==> src/rtl/eth_frame_pkg.sv <==
// Shared framing constants and state encoding for the sync-word Ethernet-style
// framer/parser pair. The header is four 32-bit beats carrying sync, DA, SA and link type.
package eth_frame_pkg;

   typedef enum logic [2:0] {
      HDR0    = 3'd0,
      HDR1    = 3'd1,
      HDR2    = 3'd2,
      HDR3    = 3'd3,
      PAYLOAD = 3'd4,
      DROP    = 3'd5
   } state_t;

   localparam int          HDR_BEATS      = 4;
   localparam logic [47:0] BROADCAST_ADDR = 48'hFFFF_FFFF_FFFF;

   // Bit offsets within header beats: beat0 = {sync, DA[47:32]}, beat3 = {SA[15:0], LT}
   localparam int SYNC_LSB  = 16;
   localparam int SYNC_MSB  = 31;
   localparam int SA_LO_LSB = 16;
   localparam int LT_LSB    = 0;

endpackage

==> src/rtl/axis_skid_buffer.sv <==
// Two-entry AXI-Stream skid buffer with a registered input ready; one cycle of
// latency and full throughput while the sink keeps ready high.
module axis_skid_buffer #(
   parameter int WIDTH = 33
) (
   input  logic             clk,
   input  logic             rst,
   input  logic             s_valid,
   output logic             s_ready,
   input  logic [WIDTH-1:0] s_data,
   output logic             m_valid,
   input  logic             m_ready,
   output logic [WIDTH-1:0] m_data
);

   logic [WIDTH-1:0] main_data;
   logic [WIDTH-1:0] skid_data;
   logic             main_valid;
   logic             skid_valid;
   logic             skid_valid_nxt;
   logic             push;
   logic             main_free;

   assign push      = s_valid & s_ready;
   assign main_free = ~main_valid | m_ready;
   assign m_valid   = main_valid;
   assign m_data    = main_data;

   // Skid entry fills only when the output register is stalled
   always_comb begin
      skid_valid_nxt = skid_valid;
      if (main_free) begin
         skid_valid_nxt = 1'b0;
      end else if (push) begin
         skid_valid_nxt = 1'b1;
      end else begin
         skid_valid_nxt = skid_valid;
      end
   end

   always_ff @(posedge clk) begin
      if (rst) begin
         main_valid <= 1'b0;
         skid_valid <= 1'b0;
         s_ready    <= 1'b0;
         main_data  <= '0;
         skid_data  <= '0;
      end else begin
         s_ready    <= ~skid_valid_nxt;
         skid_valid <= skid_valid_nxt;
         if (main_free) begin
            if (skid_valid) begin
               main_data  <= skid_data;
               main_valid <= 1'b1;
            end else if (push) begin
               main_data  <= s_data;
               main_valid <= 1'b1;
            end else begin
               main_valid <= 1'b0;
            end
         end else if (push) begin
            skid_data <= s_data;
         end
      end
   end

endmodule

==> src/rtl/eth_frame_parser.sv <==
// Receive-side frame parser: checks the sync word, captures DA/SA/link type,
// strips the header and forwards exactly Packet_Size payload beats; errors are counted.
module eth_frame_parser
   import eth_frame_pkg::*;
#(
   parameter int DATA_WIDTH = 32,
   parameter bit FILTER_EN  = 1'b1,
   parameter int CNT_WIDTH  = 16
) (
   input  logic                  ACLK,
   input  logic                  ARESET,
   input  logic [DATA_WIDTH-1:0] s_axis_tdata,
   input  logic                  s_axis_tvalid,
   output logic                  s_axis_tready,
   input  logic                  s_axis_tlast,
   output logic [DATA_WIDTH-1:0] m_axis_tdata,
   output logic                  m_axis_tvalid,
   input  logic                  m_axis_tready,
   output logic                  m_axis_tlast,
   input  logic [15:0]           SyncWord,
   input  logic [47:0]           Local_Address,
   input  logic [13:0]           Packet_Size,
   output logic [47:0]           Destination_Address,
   output logic [47:0]           Source_Address,
   output logic [15:0]           Link_Type,
   output logic                  Header_Valid,
   output logic [CNT_WIDTH-1:0]  Sync_Err_Count,
   output logic [CNT_WIDTH-1:0]  Len_Err_Count,
   output logic [CNT_WIDTH-1:0]  Filt_Count
);

   localparam logic [CNT_WIDTH-1:0] CNT_ONE = {{(CNT_WIDTH-1){1'b0}}, 1'b1};

   function automatic logic [CNT_WIDTH-1:0] sat_inc(input logic [CNT_WIDTH-1:0] v);
      return (&v) ? v : v + CNT_ONE;
   endfunction

   state_t       state, state_nxt;
   logic         run;
   logic [13:0]  remaining;
   logic [15:0]  da_hi;
   logic [31:0]  da_lo;
   logic [31:0]  sa_hi;
   logic [47:0]  da_full;
   logic         s_hs, skid_in_ready, filt_miss;
   logic         push, push_last, hdr_ok, inc_sync, inc_len, inc_filt;

   assign s_hs          = s_axis_tvalid & s_axis_tready;
   // run holds ready low for the first cycle after reset
   assign s_axis_tready = (state == PAYLOAD) ? skid_in_ready : run;
   assign da_full       = {da_hi, da_lo};
   assign filt_miss     = FILTER_EN && (da_full != Local_Address) && (da_full != BROADCAST_ADDR);

   // Next-state and per-beat event decode
   always_comb begin
      state_nxt = state;
      push      = 1'b0;
      push_last = 1'b0;
      hdr_ok    = 1'b0;
      inc_sync  = 1'b0;
      inc_len   = 1'b0;
      inc_filt  = 1'b0;
      case (state)
         HDR0: begin
            if (s_hs) begin
               if (s_axis_tdata[SYNC_MSB:SYNC_LSB] != SyncWord) begin
                  inc_sync  = 1'b1;
                  state_nxt = s_axis_tlast ? HDR0 : DROP;
               end else if (s_axis_tlast) begin
                  inc_len   = 1'b1;
                  state_nxt = HDR0;
               end else begin
                  state_nxt = HDR1;
               end
            end else begin
               state_nxt = HDR0;
            end
         end
         HDR1, HDR2: begin
            if (s_hs) begin
               if (s_axis_tlast) begin
                  inc_len   = 1'b1;
                  state_nxt = HDR0;
               end else begin
                  state_nxt = (state == HDR1) ? HDR2 : HDR3;
               end
            end else begin
               state_nxt = state;
            end
         end
         HDR3: begin
            if (s_hs) begin
               if (s_axis_tlast && (remaining != 14'd0)) begin
                  inc_len   = 1'b1;
                  state_nxt = HDR0;
               end else if (!s_axis_tlast && (remaining == 14'd0)) begin
                  inc_len   = 1'b1;
                  state_nxt = DROP;
               end else if (filt_miss) begin
                  hdr_ok    = 1'b1;
                  inc_filt  = 1'b1;
                  state_nxt = s_axis_tlast ? HDR0 : DROP;
               end else begin
                  hdr_ok    = 1'b1;
                  state_nxt = s_axis_tlast ? HDR0 : PAYLOAD;
               end
            end else begin
               state_nxt = HDR3;
            end
         end
         PAYLOAD: begin
            if (s_hs) begin
               push      = 1'b1;
               push_last = (remaining == 14'd1) | s_axis_tlast;
               if (s_axis_tlast) begin
                  inc_len   = (remaining > 14'd1);
                  state_nxt = HDR0;
               end else if (remaining == 14'd1) begin
                  inc_len   = 1'b1;
                  state_nxt = DROP;
               end else begin
                  state_nxt = PAYLOAD;
               end
            end else begin
               state_nxt = PAYLOAD;
            end
         end
         DROP: begin
            if (s_hs && s_axis_tlast) begin
               state_nxt = HDR0;
            end else begin
               state_nxt = DROP;
            end
         end
         default: begin
            state_nxt = HDR0;
         end
      endcase
   end

   // State, header capture, published fields and status counters
   always_ff @(posedge ACLK) begin
      if (ARESET) begin
         state               <= HDR0;
         run                 <= 1'b0;
         remaining           <= 14'd0;
         da_hi               <= 16'd0;
         da_lo               <= 32'd0;
         sa_hi               <= 32'd0;
         Destination_Address <= 48'd0;
         Source_Address      <= 48'd0;
         Link_Type           <= 16'd0;
         Header_Valid        <= 1'b0;
         Sync_Err_Count      <= '0;
         Len_Err_Count       <= '0;
         Filt_Count          <= '0;
      end else begin
         state        <= state_nxt;
         run          <= 1'b1;
         Header_Valid <= hdr_ok;
         if (s_hs && (state == HDR0)) begin
            remaining <= Packet_Size;
            da_hi     <= s_axis_tdata[15:0];
         end else if (push) begin
            remaining <= remaining - 14'd1;
         end
         if (s_hs && (state == HDR1)) da_lo <= s_axis_tdata;
         if (s_hs && (state == HDR2)) sa_hi <= s_axis_tdata;
         if (hdr_ok) begin
            Destination_Address <= da_full;
            Source_Address      <= {sa_hi, s_axis_tdata[SA_LO_LSB +: 16]};
            Link_Type           <= s_axis_tdata[LT_LSB +: 16];
         end
         if (inc_sync) Sync_Err_Count <= sat_inc(Sync_Err_Count);
         if (inc_len)  Len_Err_Count  <= sat_inc(Len_Err_Count);
         if (inc_filt) Filt_Count     <= sat_inc(Filt_Count);
      end
   end

   axis_skid_buffer #(.WIDTH(DATA_WIDTH + 1)) u_skid (
      .clk     (ACLK),
      .rst     (ARESET),
      .s_valid (push),
      .s_ready (skid_in_ready),
      .s_data  ({push_last, s_axis_tdata}),
      .m_valid (m_axis_tvalid),
      .m_ready (m_axis_tready),
      .m_data  ({m_axis_tlast, m_axis_tdata})
   );

endmodule
==> config.mk <==
export PLATFORM = sky130hd
export DESIGN_NAME = eth_frame_parser
export DESIGN_NICKNAME = d
export VERILOG_FILES = /design/src/rtl/eth_frame_pkg.sv /design/src/rtl/axis_skid_buffer.sv /design/src/rtl/eth_frame_parser.sv
export SDC_FILE = /design/constraint.sdc
export NUM_CORES = 1
export LEC_CHECK = 0
export CAP_MARGIN = 25
export CORE_ASPECT_RATIO = 0.9
export CORE_MARGIN = 8
export CORE_UTILIZATION = 45
export CTS_BUF_LIST = sky130_fd_sc_hd__clkbuf_16
export CTS_CLUSTER_DIAMETER = 200
export DETAILED_ROUTE_END_ITERATION = 8
export PLACE_DENSITY = 0.76
export SETUP_SLACK_MARGIN = 0.4
export SYNTH_ARGS = -nofsm -noshare
export SYNTH_HDL_FRONTEND = slang
export SYNTH_SLANG_ARGS = --single-unit
export TNS_END_PERCENT = 30
==> constraint.sdc <==
create_clock -name ACLK -period 3.45 [get_ports ACLK]
set_input_delay 0.69 -clock ACLK [delete_from_list [all_inputs] [get_ports ACLK]]
set_output_delay 0.69 -clock ACLK [all_outputs]
set_load 0.05 [all_outputs]
==> out/results.tsv <==
metric	value	unit
final_nets	2118	
gp_congestion	0.880	
min_path_cells	2	
worstPathArrival	3.75	ns
grt_pass1_vias	12461	
crit_fanout	3	
min_period	3.34	ns
hold_ws	0.450	ns
vias	13205	
p_switching	2.03	mW
crit_path_top_delay_cell	or3_4	
p_total	8.50	mW
cts_buffer_depth	3	
io_pins	311	
std_cell_rows	60	
fp.coreArea	0.0298	mm2
crit_path_max_incr_delay	0.37	ns
critical-path-top-delay-family	simple AND/OR/NAND/NOR gates	
die_h	181	um
rsz0062_at_grt	true	
cts_root_buffer	clkbuf_16	
cp.depth	13	
route.final.wire_length	48800	um
drive_above_1_share	0.0837	
cts_buffers	37	
grt_pass1_wl	72700	um
clk_pin_slew	0.06	ns
crit_path_cell_trace	nor4_4, nand2_1, or2_4, inv_2, ha_4, and2_4, o21a_1, or3_4, a2111oi_4, buf_4, nand3b_4, or3_4, mux2_4	
portBuffers	310	
grt_antenna_before_repair	1	
antenna_cells	0	
syn_avg_cell_area	8.05	um2
final_cell_mix	484 x nand2_1, 325 x dfxtp_1, 308 x clkdlybuf4s50_1, 249 x a21oi_1, 94 x nor2_1	
synth.net_count	1811	
ys_async_sr_fraction	0	
finClkSkew	0.0255	ns
crit_required	3.86	ns
ys_seq_area_frac	0.483	
rr_startpoint	remaining[8]	
synth-edff-count	0	
routedWlPerCell	20.1	um
drc	0	
worst-slew-pin-transition	0.736	ns
slew_violations	0	
first_iter_violations	1062	
cts_tree	yes	
final.period_utilization	0.969	
combPwrFrac	0.084	
power.leakage	6.37	nW
holdCritStartpoint	sa_hi[5]	
hp-class	reg2reg	
finish.utilization	0.630	
cp-end-kind	flop	
status	finished, final reports clean	
setup_ws	0.105	ns
die_area	0.0360	mm2
r2r_cells	13	
start_util	0.456	
place_ws	-0.164	ns
final_common_cell	nand2_1	
netlist_instances	1689	
power_frac_seq	0.455	
synth-seq-cells	328	
hold_viol_final	0	
drt_first_pass_iters	6	
place_area	0.0173	mm2
swShare	0.239	
path_buf_inv	2	
dp_hpwl	34300	um
yosys_warnings	0	
clock_latency	0.53	ns
max_clock_freq	299	MHz
areaGrowthSynthToFinish	38.1	%
powerDensity	453	mW/mm2
slew_headroom	0.510	
p_int	6.47	mW
grt_usage	0.255	
via_per_inst	5.45	
hold_buffers	0	
cts_sinks	328	
start_kind	flop	
crit_top_cell	or3_4	
h-tree-depth	2	
synthFlopType	dfxtp_1	
r2r_end	Len_Err_Count[14]	
final_cell_area	0.0188	mm2
r2r_slack	0.11	ns
syn_area	0.0136	mm2
setup_violations	0	
max-cap-violations	0	
grt_max_degree	163	
power_frac_clock	0.460	
grt_overflow	0	
die_width	199	um
crit_type	reg2reg	
min_to	Source_Address[21]	
ant_nets	0	
ir_drop	0.306	mV
ys_types	64	
==> routing by layer <==
| metal | up-vias | track usage | share of wire | wire (um) |
|---|---|---|---|---|
| li1 | 6329 | - | - | - |
| met4 | 2 | 0.0999 | 0.034 | 1670 |
| met3 | 94 | 0.0585 | 0.094 | 4580 |
| met5 | - | 0 | 0.00027 | 13 |
| met2 | 549 | 0.412 | 0.46 | 22500 |
| met1 | 6231 | 0.326 | 0.41 | 20000 |
==> registers in the layout (all words and copies together), names as in the netlist, 3 cells and up <==
signal               cells
Destination_Address     48
Source_Address          48
u_skid.m_data           33
u_skid.skid_data        33
da_lo                   32
sa_hi                   32
Filt_Count              16
Len_Err_Count           16
Link_Type               16
Sync_Err_Count          16
da_hi                   16
remaining               14
state                    3
==> Yosys cell counts (all sizes together) (2+ instances only) <==
library cell / n / area share
inv: 15 / 0.0041
nor3b: 2 / 0.0015
buf: 5 / 0.0018
and3: 14 / 0.0064
dfxtp: 328 / 0.48
xnor2: 23 / 0.015
mux2: 5 / 0.0047
ha: 7 / 0.0064
or2: 2 / 0.00092
o221ai: 3 / 0.0019
nor3: 23 / 0.0085
a2111oi: 2 / 0.0027
or4: 4 / 0.0022
nand3: 29 / 0.011
clkbuf: 102 / 0.028
nand3b: 2 / 0.0014
nand2b: 6 / 0.0028
o21a: 3 / 0.0017
o211ai: 3 / 0.0017
a211oi: 37 / 0.021
a22oi: 6 / 0.0033
nor4: 34 / 0.018
nor2b: 4 / 0.0018
a31oi: 2 / 0.00092
nor2: 98 / 0.027
clkinv: 2 / 0.00055
mux2i: 40 / 0.029
a21oi: 251 / 0.092
o31ai: 6 / 0.0047
xor2: 69 / 0.044
and2: 4 / 0.0018
or3: 14 / 0.0068
o21ai: 23 / 0.0085
nand4: 20 / 0.0097
nand2: 486 / 0.13
==> power groups by stage <==
stage / Clock, mW / Combinational (mW) / Sequential, mW
after global routing: 4.10 / 0.762 / 3.87
after CTS: 3.96 / 0.702 / 3.87
final: 3.91 / 0.717 / 3.87
after floorplan: 0 / 0.289 / 3.98
after global placement: 0 / 0.675 / 3.95
after detailed placement: 0 / 0.682 / 3.95
==> final cells by class <==
class	count	area [um2]
fill	2493	11000
multi-input combinational	1237	6740
sequential	328	6580
timing repair buffer	375	3690
clock buffer	39	976
tap	403	504
clock inverter	23	214
inverter	17	63.8
==> worst min-delay path, delay by kind of cell (launching register included) <==
kind               cells  cell delay (ns)
and+or+nand+nor        1             0.05
DFF                    1             0.31
AOI/OAI and AO/OA      1             0.05
==> cell families (layout without fill, tap and decap cells) <==
kind of cell	count (synthesis)	after routing	share of synthesized area
compound gates	346	346	0.145
flops	328	328	0.483
xor+xnor	92	92	0.0593
fa+ha+maj	7	7	0.00644
buf+inv	124	454	0.0347
simple gates	747	747	0.237
mux	45	45	0.0342
==> worst max path at each step <==
stage / from / slack, ns / endpoint
after floorplan: remaining[8] / 0.10 / Len_Err_Count[14]
after global placement: s_axis_tlast / -0.11 / Len_Err_Count[15]
after detailed placement: s_axis_tlast / -0.16 / Len_Err_Count[11]
after CTS: remaining[9] / 0.08 / Len_Err_Count[14]
after global routing: remaining[8] / -0.06 / Len_Err_Count[14]
final: remaining[8] / 0.11 / Len_Err_Count[14]
==> what timing repair did <==
item | CTS | global route
endpoints found under the setup margin | 16 | 31
setup buffers | 6 | 3
pin swaps | 9 | 17
resized for setup | 6 | 25
gates cloned | 0 | 0
==> stage by stage <==
step                TNS [ns]  cells
floorplan                  0   1689
detailed placement    -0.751   2350
global placement      -0.519   2350
finish                     0   2422
global route         -0.0678   2422
CTS                        0   2418
(Power assumes the default switching activity.)
